### config.mk
export PLATFORM = sky130hd
export DESIGN_NAME = rf_wb_arbiter
export DESIGN_NICKNAME = d
export VERILOG_FILES = /design/src/rtl/rf_pkg.sv /design/src/rtl/rf_wb_arbiter_rr_arbiter.sv /design/src/rtl/rf_wb_arbiter.sv
export SDC_FILE = /design/constraint.sdc
export NUM_CORES = 1
export LEC_CHECK = 0
export CAP_MARGIN = 10
export CORE_ASPECT_RATIO = 0.8
export CORE_UTILIZATION = 35
export DETAILED_ROUTE_END_ITERATION = 10
export PLACE_DENSITY = 0.79
export SLEW_MARGIN = 15
export SYNTH_ARGS = -nofsm -noshare
export SYNTH_HDL_FRONTEND = slang
export SYNTH_SLANG_ARGS = --single-unit
export TNS_END_PERCENT = 100
### constraint.sdc
create_clock -name clk -period 3.3 [get_ports clk]
set_input_delay 0.33 -clock clk [delete_from_list [all_inputs] [get_ports clk]]
set_output_delay 0.33 -clock clk [all_outputs]
set_load 0.1 [all_outputs]
### src/rtl/rf_pkg.sv
// ============================================================================
// rf_pkg : shared types and constants for the register-file write-port logic
// Revision: 1.0
// ============================================================================
`default_nettype none

package rf_pkg;

  localparam int REG_ADDR_W = 5;
  localparam int NUM_REGS   = 32;
  localparam int XLEN       = 32;

  typedef struct packed {
    logic                  we;
    logic [REG_ADDR_W-1:0] addr;
    logic [XLEN-1:0]       data;
  } rf_wr_t;

  typedef enum logic [0:0] {
    INIT = 1'b0,
    ARB  = 1'b1
  } wb_state_e;

endpackage

`default_nettype wire

### src/rtl/rf_wb_arbiter_rr_arbiter.sv
// ============================================================================
// rr_arbiter : combinational round-robin grant, search starts at ptr and wraps
// Revision: 1.0
// ============================================================================
`default_nettype none

module rr_arbiter #(
  parameter int NUM_REQ = 2,
  parameter int PTR_W   = 1
) (
  input  logic [NUM_REQ-1:0] req_valid,
  input  logic [PTR_W-1:0]   ptr,
  output logic [NUM_REQ-1:0] grant,
  output logic [PTR_W-1:0]   grant_idx,
  output logic               grant_any
);

  // Outer loop walks priority distance from ptr; first hit wins.
  always_comb begin
    grant     = '0;
    grant_idx = '0;
    grant_any = 1'b0;
    for (int k = 0; k < NUM_REQ; k++) begin
      for (int i = 0; i < NUM_REQ; i++) begin
        if (!grant_any && req_valid[i] && (((int'(ptr) + k) % NUM_REQ) == i)) begin
          grant[i]  = 1'b1;
          grant_idx = PTR_W'(i);
          grant_any = 1'b1;
        end
      end
    end
  end

endmodule

`default_nettype wire

### src/rtl/rf_wb_arbiter.sv
// ============================================================================
// rf_wb_arbiter : clears x1..x31 after reset, then round-robins the RF write port
// Revision: 1.0
// ============================================================================
`default_nettype none

module rf_wb_arbiter
  import rf_pkg::*;
#(
  parameter int NUM_REQ        = 2,
  parameter int XLEN           = rf_pkg::XLEN,
  parameter bit CLEAR_ON_RESET = 1'b1
) (
  input  logic                           clk,
  input  logic                           rst_n,
  input  logic [NUM_REQ-1:0]             req_valid,
  input  logic [REG_ADDR_W*NUM_REQ-1:0]  req_addr,
  input  logic [XLEN*NUM_REQ-1:0]        req_data,
  output logic [NUM_REQ-1:0]             req_ready,
  output logic                           init_busy,
  output logic                           rf_we,
  output logic [REG_ADDR_W-1:0]          rf_waddr,
  output logic [XLEN-1:0]                rf_wdata
);

  localparam int                    PTR_W       = (NUM_REQ > 1) ? $clog2(NUM_REQ) : 1;
  localparam logic [REG_ADDR_W-1:0] LAST_REG    = REG_ADDR_W'(NUM_REGS - 1);
  localparam logic [PTR_W-1:0]      LAST_PTR    = PTR_W'(NUM_REQ - 1);
  localparam wb_state_e             RESET_STATE = CLEAR_ON_RESET ? INIT : ARB;

  wb_state_e               state_q, state_d;
  logic [REG_ADDR_W-1:0]   cnt_q, cnt_d;
  logic [PTR_W-1:0]        ptr_q, ptr_d;
  logic                    we_q, we_d;
  logic [REG_ADDR_W-1:0]   waddr_q, waddr_d;
  logic [XLEN-1:0]         wdata_q, wdata_d;

  logic [NUM_REQ-1:0]      grant;
  logic [PTR_W-1:0]        grant_idx;
  logic                    grant_any;
  logic [REG_ADDR_W-1:0]   sel_addr;
  logic [XLEN-1:0]         sel_data;

  rr_arbiter #(
    .NUM_REQ (NUM_REQ),
    .PTR_W   (PTR_W)
  ) u_rr_arbiter (
    .req_valid (req_valid),
    .ptr       (ptr_q),
    .grant     (grant),
    .grant_idx (grant_idx),
    .grant_any (grant_any)
  );

  // One-hot grant lets the payload mux be a plain AND-OR.
  always_comb begin
    sel_addr = '0;
    sel_data = '0;
    for (int i = 0; i < NUM_REQ; i++) begin
      if (grant[i]) begin
        sel_addr = sel_addr | req_addr[i*REG_ADDR_W +: REG_ADDR_W];
        sel_data = sel_data | req_data[i*XLEN +: XLEN];
      end
    end
  end

  always_ff @(posedge clk or negedge rst_n) begin
    if (!rst_n) begin
      state_q <= RESET_STATE;
      cnt_q   <= REG_ADDR_W'(1);
      ptr_q   <= '0;
      we_q    <= 1'b0;
      waddr_q <= '0;
      wdata_q <= '0;
    end else begin
      state_q <= state_d;
      cnt_q   <= cnt_d;
      ptr_q   <= ptr_d;
      we_q    <= we_d;
      waddr_q <= waddr_d;
      wdata_q <= wdata_d;
    end
  end

  always_comb begin
    state_d = state_q;
    if ((state_q == INIT) && (cnt_q == LAST_REG)) begin
      state_d = ARB;
    end
  end

  always_comb begin
    cnt_d   = cnt_q;
    ptr_d   = ptr_q;
    we_d    = 1'b0;
    waddr_d = waddr_q;
    wdata_d = wdata_q;
    case (state_q)
      INIT: begin
        we_d    = 1'b1;
        waddr_d = cnt_q;
        wdata_d = '0;
        cnt_d   = cnt_q + 1'b1;
      end
      ARB: begin
        if (grant_any) begin
          // x0 is hardwired zero: accept the request but suppress the strobe.
          we_d    = (sel_addr != '0);
          waddr_d = sel_addr;
          wdata_d = sel_data;
          ptr_d   = (grant_idx == LAST_PTR) ? '0 : grant_idx + 1'b1;
        end
      end
      default: ;
    endcase
  end

  always_comb begin
    init_busy = (state_q == INIT);
    req_ready = (state_q == ARB) ? grant : '0;
  end

  assign rf_we    = we_q;
  assign rf_waddr = waddr_q;
  assign rf_wdata = wdata_q;

endmodule

`default_nettype wire

==> results.cfg, run 1 <==
[status]
status = completed

[placement]
place.gp.congestion = 0.863
numPlacedInstances = 358
port_buffers = 118
hpwl_mm = 4.35

[clock_network]
htree_levels = 2
hold_buffers = 0
cts_root_buf = clkbuf_8
cts_setup_buffers = 0
clock_latency_ps = 290
cts_buffers = 5
clkSlewWorstSetupHoldPaths_ps = 80
cts_resized = 0
cts_sinks = 45
cts_tree = yes
clk_path_buf_depth = 2

[setup_path]
worstSetupEndpointType = output pin
path_max_fanout = 19
cp_data_arrival_time_ps = 2030
startpoint_type = primary input
path_class = in2out
required_ps = 2970

[logic_synthesis]
synth_edf_count = 0
ys_seq_area_share_pct = 53.9
ys.flop_type = dfrtp_1
synth_area_um2 = 2090
synthCells = 170
yosys_warnings = 0
syn_area_per_cell_um2 = 12.3
ys_types = 33
synth_fp_nets = 250
synth-seq-cells = 45
synthArstFlopShare_pct = 100

[sta]
slew_headroom_pct = 32.8
worst_pin_slew_ps = 1010
slew_violations = 0
setup_violations = 0
finalSetupTns_ps = 0
fmax_mhz = 424
rsz0062_at_grt = no
hold_ws_ps = 201
fin_skew_ps = 3.00
post-route-period-util_pct = 71.5
hold_viol_final = 0
finalCriticalPeriod_ps = 2360

[floorplan]
core-area_um2 = 5620
pin_count = 119
placementRows = 24
die-height_um = 71.2
die_w_um = 88.5
initial_core_util_pct = 37.3
die-area_um2 = 6300

[routing]
drt_iter0_drc = 72
drc_errors = 0
ant_nets = 0
via_per_inst = 5.24
vias = 1918
drtPass1Iterations = 4
wl_mm = 6.03
routedWlPerCell_um = 16.5

[finish]
fillerInstances = 484
nets = 367
final_common_cell = clkdlybuf4s50_1
final_layout_size_suffix_gt1_share_pct = 9.03
fin_cells = 366
layout_common_cells = 114 x clkdlybuf4s50_1, 44 x dfrtp_1, 32 x and2_1, 32 x a221o_1
area_growth_pct = 64.6
antenna-diode-count = 0

[job]
drv_cap = 0

[global_routing]
grt_overflow = 0
grt_pass1_vias = 1871
grt_usage_pct = 19.3
antenna_found_initial = 0
grt_pass1_wl_mm = 9.25
grt_max_degree = 46

[pwr]
static-leakage-power_nw = 1.43
irDropWorstVdd_v = 0.000280
power_density_nw_per_um2 = 530

[worst_hold_path]
hold_class = in2async
final timing paths:
kind                            slack [ps]          from      endpoint  cells after the start
worst max-delay path                   940  req_valid[0]  req_ready[0]                      4
worst min register to register         520      cnt_q[0]      cnt_q[0]                      1
worst max register to register        1260       state_q   rf_wdata[4]                      4
min in group clk                       520      cnt_q[0]      cnt_q[0]                      1
worst min-delay path                   200         rst_n   rf_waddr[3]                      1
max in group asynchronous             2480         rst_n  rf_wdata[23]                      1
cells in the mapped netlist, drive strengths merged, types with 2 or more instances:
library cell,n,area (um2)
xnor2,3,26.3
o22ai,2,12.5
nor2b,5,31.3
nor2,3,18.8
a211oi,4,30.0
o221ai,5,43.8
mux2,2,22.5
buf,10,62.6
inv,4,15.0
o2bb2ai,3,26.3
a221o,32,320
and2,32,200
dfrtp,44,1100
clkbuf,3,11.3
or4,2,15.0
ha,2,25.0
logic make-up (layout without fill, tap and decap cells):
family / Yosys count / in the layout / synth area share [%]
AND/OR/NAND/NOR: 48 / 48 / 14.6
flip-flops: 45 / 45 / 53.9
adder cells (fa/ha/maj): 2 / 2 / 1.20
AO/OA/AOI/OAI: 52 / 52 / 23.3
XOR/XNOR: 3 / 3 / 1.26
multiplexers: 3 / 3 / 1.55
buffers and inverters: 17 / 135 / 4.24
registers in the layout, indices dropped and copies added, names as in the netlist:
signal,cells
cnt_q,5
state_q,1
rf_we,1
ptr_q,1
rf_waddr,5
rf_wdata,32
layer usage:
metal | track usage (%) | wire [um] | share of wire (%)
met1 | 27.4 | 2820 | 47
met2 | 29.4 | 2620 | 44
met3 | 5.60 | 531 | 8.8
met4 | 3.76 | 54 | 0.90
met5 | 0 | 0 | 0
layout make-up:
cell class | instances | area (um2) | area share [%]
clock buffer | 6 | 82.6 | 2.40
clock inverter | 2 | 13.8 | 0.400
inverter | 4 | 15.0 | 0.436
multi-input combinational | 108 | 877 | 25.5
sequential | 45 | 1130 | 32.7
tap | 78 | 97.6 | 2.83
timing repair buffer | 123 | 1230 | 35.7
per-stage QoR:
| step | setup WS [ps] | util (%) | total power [mW] | instance area, um2 |
|---|---|---|---|---|
| 2_1_floorplan | 1530 | - | 1.20 | 2090 |
| 3_3_place_gp | 962 | 59.6 | 1.47 | 3350 |
| 3_5_place_dp | 942 | 59.6 | 1.47 | 3350 |
| 4_1_cts | 951 | 61.3 | 1.84 | 3440 |
| 5_1_grt | 862 | 61.3 | 1.89 | 3440 |
| 6_report | 939 | 61.3 | 1.82 | 3440 |
report_power, final:
part	switching [mW]	total [mW]	internal [mW]
registers	0.0320	0.642	0.610
clock network	0.193	0.363	0.170
logic	0.568	0.819	0.251
total	0.793	1.82	1.03
critical path, stage by stage:
cell and delay [ps]:
clkdlybuf4s50_1 680, a21bo_4 310, nor2_4 460, buf_12 250
Note: power is estimated with default switching activity, not from simulation.
==> run 2: changes to the inputs <==
==> constraint.sdc (replaced) <==
create_clock -name clk -period 2.3 [get_ports clk]
set_input_delay 0.23 -clock clk [delete_from_list [all_inputs] [get_ports clk]]
set_output_delay 0.23 -clock clk [all_outputs]
set_load 0.1 [all_outputs]
==> run 2 against run 1 <==
Net effect: flip-flop and latch count unchanged; power is 48% higher; worst setup slack got worse by 620 ps; highest routed layer unchanged; critical path depth is 1 higher; cell count rose by 0.27%; sequential power grew 44%; non-clock buffer count grew 1.
==> results.cfg, run 2 (synthesis gave the netlist of run 1 again) <==
[routing]
drc_errors = 0
ant_nets = 0
drtPass1Iterations = 4
wl_mm = 5.85
via_per_inst = 5.12
routedWlPerCell_um = 15.9
drt_iter0_drc = 78
vias = 1879

[setup_path]
crit_start = req_valid[0]
path_max_fanout = 34
worstSetupEndpointType = output pin
path_class = in2out
cp_data_arrival_time_ps = 1750
r2r_cells = 4
r2r_start = state_q
r2r-end = rf_wdata[8]
required_ps = 2070
startpoint_type = primary input
r2r_setup_slack_ps = 680

[worst_hold_path]
hold_class = in2async

[global_routing]
grt_overflow = 0
antenna_found_initial = 0
grt_pass1_vias = 1967
grt_max_degree = 46
grt_usage_pct = 18.9
grt_pass1_wl_mm = 9.27

[pwr]
static-leakage-power_nw = 1.49
p_int_mw = 1.57
seqPwrFrac_pct = 34.2
clockPowerShare_pct = 23.1
switching_power_mw = 1.13
finalPower_mw = 2.70
irDropWorstVdd_v = 0.000369
power_density_nw_per_um2 = 792
swShare_pct = 41.8
p_comb_share_pct = 42.7

[sta]
setup_violations = 0
slew_violations = 0
post-route-period-util_pct = 86.2
finalCriticalPeriod_ps = 1980
fin_skew_ps = 5.46
fmax_mhz = 504
rsz0062_at_grt = no
worst_pin_slew_ps = 564
slew_headroom_pct = 62.4
hold_viol_final = 0
finalSetupTns_ps = 0

[status]
status = completed

[clock_network]
clock_latency_ps = 290
htree_levels = 2
clk_path_buf_depth = 2
cts_setup_buffers = 0
cts_sinks = 45
cts_tree = yes
cts_resized = 0
clkSlewWorstSetupHoldPaths_ps = 90
hold_buffers = 0
cts_buffers = 5
cts_root_buf = clkbuf_8

[finish]
final_common_cell = clkdlybuf4s50_1
fin_cells = 367
antenna-diode-count = 0
largest_reg_flops = 32
fillerInstances = 455
area_growth_pct = 62.5
finish.utilization_pct = 60.6
nets = 368
final_layout_size_suffix_gt1_share_pct = 22.1
layout_common_cells = 76 x clkdlybuf4s50_1, 44 x dfrtp_1, 43 x buf_4

[floorplan]
die-height_um = 71.2
core-area_um2 = 5620
placementRows = 24
initial_core_util_pct = 37.3
pin_count = 119
die_w_um = 88.5
die-area_um2 = 6300

[placement]
place.gp.congestion = 0.779
port_buffers = 118
numPlacedInstances = 359
hpwl_mm = 4.29

[job]
drv_cap = 0
## run 2: cell types whose count changed in the layout (fill, tap and decap cells not counted), sizes merged
cell and change:
clkdlybuf4s50 -38, clkbuf +1, clkinv -2, buf +39
bufinv +1
## run 2: stage by stage
stage          hold WS (ps)  area, um2  worst slack, ps
2_1_floorplan         -65.6       2090              531
3_3_place_gp            358       3290              315
3_5_place_dp            351       3290              289
4_1_cts                24.0       3400              309
5_1_grt                51.0       3400              250
6_report               2.41       3400              318
## run 2: power by group through the flow
| stage | clock [mW] | combinational (mW) | sequential [mW] |
|---|---|---|---|
| 2_1_floorplan | 0 | 0.188 | 1.54 |
| 3_3_place_gp | 0 | 1.15 | 0.940 |
| 3_5_place_dp | 0 | 1.16 | 0.937 |
| 4_1_cts | 0.645 | 1.16 | 0.923 |
| 5_1_grt | 0.676 | 1.19 | 0.933 |
| 6_report | 0.622 | 1.15 | 0.922 |
## run 2: area by class of cell
cell class | instances | area, um2 | area share, %
well taps | 78 | 97.6 | 2.87
clock buffers | 7 | 86.3 | 2.54
flip-flops and latches | 45 | 1130 | 33.1
multi-input cells | 108 | 877 | 25.8
inverters | 4 | 15.0 | 0.441
repair buffers | 124 | 1170 | 34.4
clock inverters | 1 | 30.0 | 0.883
## run 2: worst max-delay path by stage
stage	end	slack, ps
after detailed placement	rf_wdata[12]	290
after global routing	req_ready[1]	250
after global placement	rf_wdata[14]	310
after floorplan	rf_wdata[13]	530
final	req_ready[0]	320
after CTS	req_ready[1]	310
## run 2: per-layer routing
metal	up-vias	GRT usage, %	wire length, um
li1	890	-	-
met4	0	3.94	13
met5	-	0	0
met2	94	31.5	2720
met1	893	24.2	2570
met3	2	6.07	539
## run 2: worst max-delay path, stage by stage
cell and delay (ps):
clkdlybuf4s50_1 690, a21bo_4 310, nor2_4 100, buf_12 210
buf_12 200
